$ cat config.mk
export PLATFORM = sky130hd
export DESIGN_NAME = timer_apb_regs
export DESIGN_NICKNAME = d
export VERILOG_FILES = /design/src/rtl/timer_pkg.sv /design/src/rtl/timer_apb_regs.sv
export SDC_FILE = /design/constraint.sdc
export NUM_CORES = 1
export LEC_CHECK = 0
export CELL_PAD_IN_SITES_DETAIL_PLACEMENT = 1
export CELL_PAD_IN_SITES_GLOBAL_PLACEMENT = 1
export CORE_MARGIN = 4
export CORE_UTILIZATION = 29
export DETAILED_ROUTE_END_ITERATION = 10
export PLACE_DENSITY = 0.87
export SYNTH_ARGS = -nofsm -noshare
export SYNTH_HDL_FRONTEND = slang
export SYNTH_SLANG_ARGS = --single-unit
$ cat constraint.sdc
create_clock -name sys_clk -period 2 [get_ports sys_clk]
set_input_delay 0.4 -clock sys_clk [delete_from_list [all_inputs] [get_ports sys_clk]]
set_output_delay 0.4 -clock sys_clk [all_outputs]
set_load 0.005 [all_outputs]
$ cat src/rtl/timer_pkg.sv
// Shared definitions for the timer register block: bus address map,
// TCR field positions, writable-bit mask and APB slave FSM encoding.
package timer_pkg;

    // Register byte addresses
    localparam logic [7:0] ADDR_TDR = 8'h00;
    localparam logic [7:0] ADDR_TCR = 8'h01;
    localparam logic [7:0] ADDR_TSR = 8'h02;

    // TCR field positions as seen by the counter block
    localparam int unsigned TCR_LOAD_BIT   = 7;
    localparam int unsigned TCR_UPDOWN_BIT = 5;
    localparam int unsigned TCR_EN_BIT     = 4;
    localparam int unsigned TCR_CKS_MSB    = 1;
    localparam int unsigned TCR_CKS_LSB    = 0;

    // Only load, updown, en and cks are implemented; bits 6,3,2 are reserved
    localparam logic [7:0] TCR_WR_MASK = 8'hB3;

    // TSR flag positions
    localparam int unsigned TSR_OVF_BIT = 0;
    localparam int unsigned TSR_UDF_BIT = 1;

    // APB slave FSM
    typedef enum logic [1:0] {
        ST_IDLE   = 2'd0,
        ST_SETUP  = 2'd1,
        ST_ACCESS = 2'd2
    } apb_state_e;

endpackage : timer_pkg

$ cat src/rtl/timer_apb_regs.sv
// APB register front end of the timer: holds TDR/TCR/TSR, inserts a fixed
// number of wait states per access and flags accesses beyond TSR as errors.
module timer_apb_regs
    import timer_pkg::*;
#(
    parameter int unsigned WAIT_STATES = 1   // legal range 0..3
) (
    input  logic       sys_clk,
    input  logic       sys_rst_n,
    input  logic       psel,
    input  logic       penable,
    input  logic       pwrite,
    input  logic [7:0] paddr,
    input  logic [7:0] pwdata,
    output logic [7:0] prdata,
    output logic       pready,
    output logic       pslverr,
    output logic [7:0] tdr,
    output logic [7:0] tcr,
    input  logic       ovf_set,
    input  logic       udf_set,
    output logic [1:0] tsr
);

    localparam logic [1:0] WS = WAIT_STATES[1:0];

    apb_state_e state_q, state_d;
    logic [1:0] wait_q, wait_d;
    logic [7:0] tdr_q, tdr_d;
    logic [7:0] tcr_q, tcr_d;
    logic [1:0] tsr_q, tsr_d;

    logic       addr_err;
    logic       wr_en;
    logic [7:0] rdata;

    // Completion only while still selected, so an aborted access never completes
    assign pready   = (state_q == ST_ACCESS) && psel && (wait_q == WS);
    assign addr_err = (paddr > ADDR_TSR);
    assign pslverr  = pready && addr_err;
    assign wr_en    = psel && penable && pwrite && pready && !addr_err;

    // FSM next state and wait-state counting
    always_comb begin
        // NOTE: every always_comb target gets a default first so no path leaves
        // it unassigned, which would otherwise infer a latch.
        state_d = state_q;
        wait_d  = '0;
        unique case (state_q)
            ST_IDLE:   if (psel && !penable) state_d = ST_SETUP;
            ST_SETUP:  state_d = ST_ACCESS;
            ST_ACCESS: begin
                if (!psel) begin
                    state_d = ST_IDLE;                     // abort
                end else if (pready) begin
                    state_d = !penable ? ST_SETUP : ST_IDLE;
                end else begin
                    wait_d  = wait_q + 2'd1;
                end
            end
            default:   state_d = ST_IDLE;
        endcase
    end

    // Register write decode and status flag set/clear
    always_comb begin
        tdr_d = tdr_q;
        tcr_d = tcr_q;
        tsr_d = tsr_q;
        if (wr_en) begin
            unique case (paddr)
                ADDR_TDR: tdr_d = pwdata;
                ADDR_TCR: tcr_d = pwdata & TCR_WR_MASK;
                ADDR_TSR: tsr_d = tsr_q & pwdata[1:0];   // write 0 clears
                default:  ;
            endcase
        end
        // Hardware set has priority over a same-cycle software clear
        tsr_d[TSR_OVF_BIT] = tsr_d[TSR_OVF_BIT] | ovf_set;
        tsr_d[TSR_UDF_BIT] = tsr_d[TSR_UDF_BIT] | udf_set;
    end

    // Read mux; data is driven only in the completing cycle
    always_comb begin
        rdata = 8'h00;
        unique case (paddr)
            ADDR_TDR: rdata = tdr_q;
            ADDR_TCR: rdata = tcr_q;
            ADDR_TSR: rdata = {6'b0, tsr_q};
            default:  rdata = 8'h00;
        endcase
        prdata = pready ? rdata : 8'h00;
    end

    // State and register flops
    always_ff @(posedge sys_clk or negedge sys_rst_n) begin
        if (!sys_rst_n) begin
            state_q <= ST_IDLE;
            wait_q  <= '0;
            tdr_q   <= 8'h00;
            tcr_q   <= 8'h00;
            tsr_q   <= 2'b00;
        end else begin
            // NOTE: non-blocking assignments so every flop samples pre-edge
            // values regardless of statement order.
            state_q <= state_d;
            wait_q  <= wait_d;
            tdr_q   <= tdr_d;
            tcr_q   <= tcr_d;
            tsr_q   <= tsr_d;
        end
    end

    assign tdr = tdr_q;
    assign tcr = tcr_q;
    assign tsr = tsr_q;

endmodule : timer_apb_regs
==> impl_metrics.ini <==
[logic_synthesis]
syn_inst = 84
syn_avg_cell_area_um2 = 11.8
yosys_warnings = 0
yosysSeqAreaShare_pct = 48.0
syn-cell-area_um2 = 991
ys_seq_elements = 19
yosysUniqueCellTypes = 26

[placed_design]
pre_cts_slack_ps = -803
dpl_cell_area_mm2 = 0.00162
dp.cells = 187
place.port_buffers = 47
dp_hpwl_um = 2540
place.gp.congestion = 0.756

[clock_network]
cts_tree = yes
ctsRootBufferMaster = clkbuf_4
clock_path_buffers = 2
ctsHtreeMaxLevel = 1
numCtsBuffers = 3
cts_sinks = 19
clk_latency_ps = 310
holdBufCountCts = 0
clk_pin_slew_ps = 130

[detailed_routing]
drc = 0
drt_wl_total_um = 3400
post_drt_wl_per_cell_um = 17.1
drtAntennaViolNets = 0
vias = 936
drtPass1Iterations = 3
vias_per_cell = 4.70
drt_iter0_markers = 14

[cells_and_area]
n_antenna_cell = 0
most-common-layout-cells = clkdlybuf4s50_1, buf_4, dfrtp_1
area_growth_pct = 76.5
drive_gt1_share_pct = 45.8
final_cells = 199
nets = 179
fin_area_mm2 = 0.00175
layout_commonest_cell = clkdlybuf4s50_1

[floorplan]
row_count = 20
die_x_um = 66.5
die-area_mm2 = 0.00442
fp.dieH_um = 66.5
ios = 51
start_util_pct = 31.4
coreArea_mm2 = 0.00315

[timing]
clock-skew-final_ps = 12.2
rsz0062_at_grt = true
whs_ps = 402
final-hold-violation-count = 0
slew_viol_final = 0
period_share_pct = 107
timing.final.ws_setup_ps = -149
fmax_ghz = 0.465
period_needed_ps = 2150
finalSetupViolCount = 6

[global_route]
grt_overflow = 0
grt_pass1_wl_um = 5490
antenna_found_initial = 0
grt_pass1_vias = 1100
grt_max_degree = 20
globalRouteMet3Util_pct = 5.90
grt_util_met2_pct = 28.6
globalRoute.busiestLayer = met2
use_met1_pct = 18.5
grt_usage_pct = 16.4

[worst_setup_path]
worstPathMaxFanout = 3
cp_data_required_time_ps = 1600
end_kind = output port
slowest_delay_ps = 550
crit_path_start_kind = input port
crit_slowest_cell = or4_4
arrival_ps = 1750
cp_cell_sequence = buf_6, nor4_4, buf_4, nand2_4, or4_4, nor2_2, buf_2
crit_type = input port to output port

[power]
leakage_uw = 0.000842
p_comb_share_pct = 18.2
power_switching_uw = 197
power_uw = 741
seq_power_share_pct = 53.3
ir_drop_mv = 0.289
switching_share_pct = 26.6
p_int_uw = 544
p_per_area_mw_per_mm2 = 424
clkPwrFrac_pct = 28.6

[status]
violations = negative setup slack
run_status = finished, violations left

[worst_hold_path]
hold_path_class = input port to asynchronous set/reset pin

[flow_run]
cap_violations = 0
## per-stage QoR
| step | setup TNS, ps | util [%] |
|---|---|---|
| detailed placement | -13060 | 51.3 |
| floorplan | 0 | - |
| CTS | -642 | 54.1 |
| finish | -471 | 55.5 |
| global placement | -12220 | 51.3 |
| global route | -1010 | 55.5 |
## logic make-up (layout without fill, tap and decap cells)
logic type,after synthesis,in the layout,synth area share [%]
AO/OA/AOI/OAI,7,7,4.55
buffers and inverters,8,77,4.42
flip-flops,19,19,48.0
multiplexers,18,18,19.8
other,1,3,0.378
AND/OR/NAND/NOR,31,31,22.9
## critical path: cells and delay by family
| family | cells | cell delay (ps) |
|---|---|---|
| buffers and inverters | 3 | 370 |
| and+or+nand+nor | 4 | 970 |
## per-layer routing
metal	part of all wire [%]	routed length (µm)	up-vias
met1	35	1200	452
li1	-	-	431
met3	9.6	325	8
met5	0	0	-
met2	53	1820	45
met4	1.7	57	0
## final cells by class
class	instances	area, µm²
Clock buffer	3	22.5
Clock inverter	1	7.51
Fill cell	368	1400
Inverter	3	11.3
Multi-Input combinational cell	59	547
Sequential cell	19	475
Tap cell	44	55.1
Timing Repair Buffer	70	631
## power by group through the flow
| stage | Combinational [µW] | Clock, µW | Sequential (µW) |
|---|---|---|---|
| final | 135 | 212 | 395 |
| after global routing | 146 | 243 | 396 |
| after CTS | 128 | 218 | 395 |
| after detailed placement | 117 | 0 | 403 |
| after global placement | 111 | 0 | 401 |
| after floorplan | 35.8 | 0 | 402 |
## Yosys cell counts (all sizes together)
library cell / count / area (µm²)
dfrtp: 19 / 475
mux2: 13 / 146
nor2: 11 / 41.3
buf: 5 / 32.5
mux2i: 5 / 50.1
and2: 4 / 25.0
a21oi: 3 / 15.0
inv: 3 / 11.3
nand2b: 3 / 18.8
nor3: 3 / 26.3
o31ai: 2 / 15.0
a2111oi: 1 / 8.76
and2b: 1 / 7.51
and4b: 1 / 10.0
conb: 1 / 3.75
nand2: 1 / 3.75
nand3: 1 / 5.00
nand3b: 1 / 7.51
nand4b: 1 / 23.8
nor3b: 1 / 18.8
nor4: 1 / 21.3
o22ai: 1 / 6.26
or4: 1 / 7.51
or4b: 1 / 10.0
## path summary, 6_finish.rpt
check                      slack [ps]  depth (start not counted)         end        from
max                              -150                          7   prdata[5]    paddr[4]
min                               400                          2      tcr[7]   sys_rst_n
max reg2reg                       100                          6      tcr[4]  state_q[0]
min reg2reg                       480                          1   wait_q[0]   wait_q[0]
max in group asynchronous        1370                          2  state_q[0]   sys_rst_n
min in group sys_clk              480                          3  state_q[0]        psel
## registers in the layout, summed over array words and instances, names as in the netlist
| register | cells |
|---|---|
| tcr | 5 |
| wait_q | 2 |
| tdr | 8 |
| state_q | 2 |
| tsr | 2 |
## what timing repair did
item | 4_1_cts | 5_1_grt
endpoints found under the setup margin | 25 | 9
pin swaps | 13 | 2
buffers inserted | 6 | 4
gates resized for setup | 67 | 14
Power figures use the tool's default switching activity.
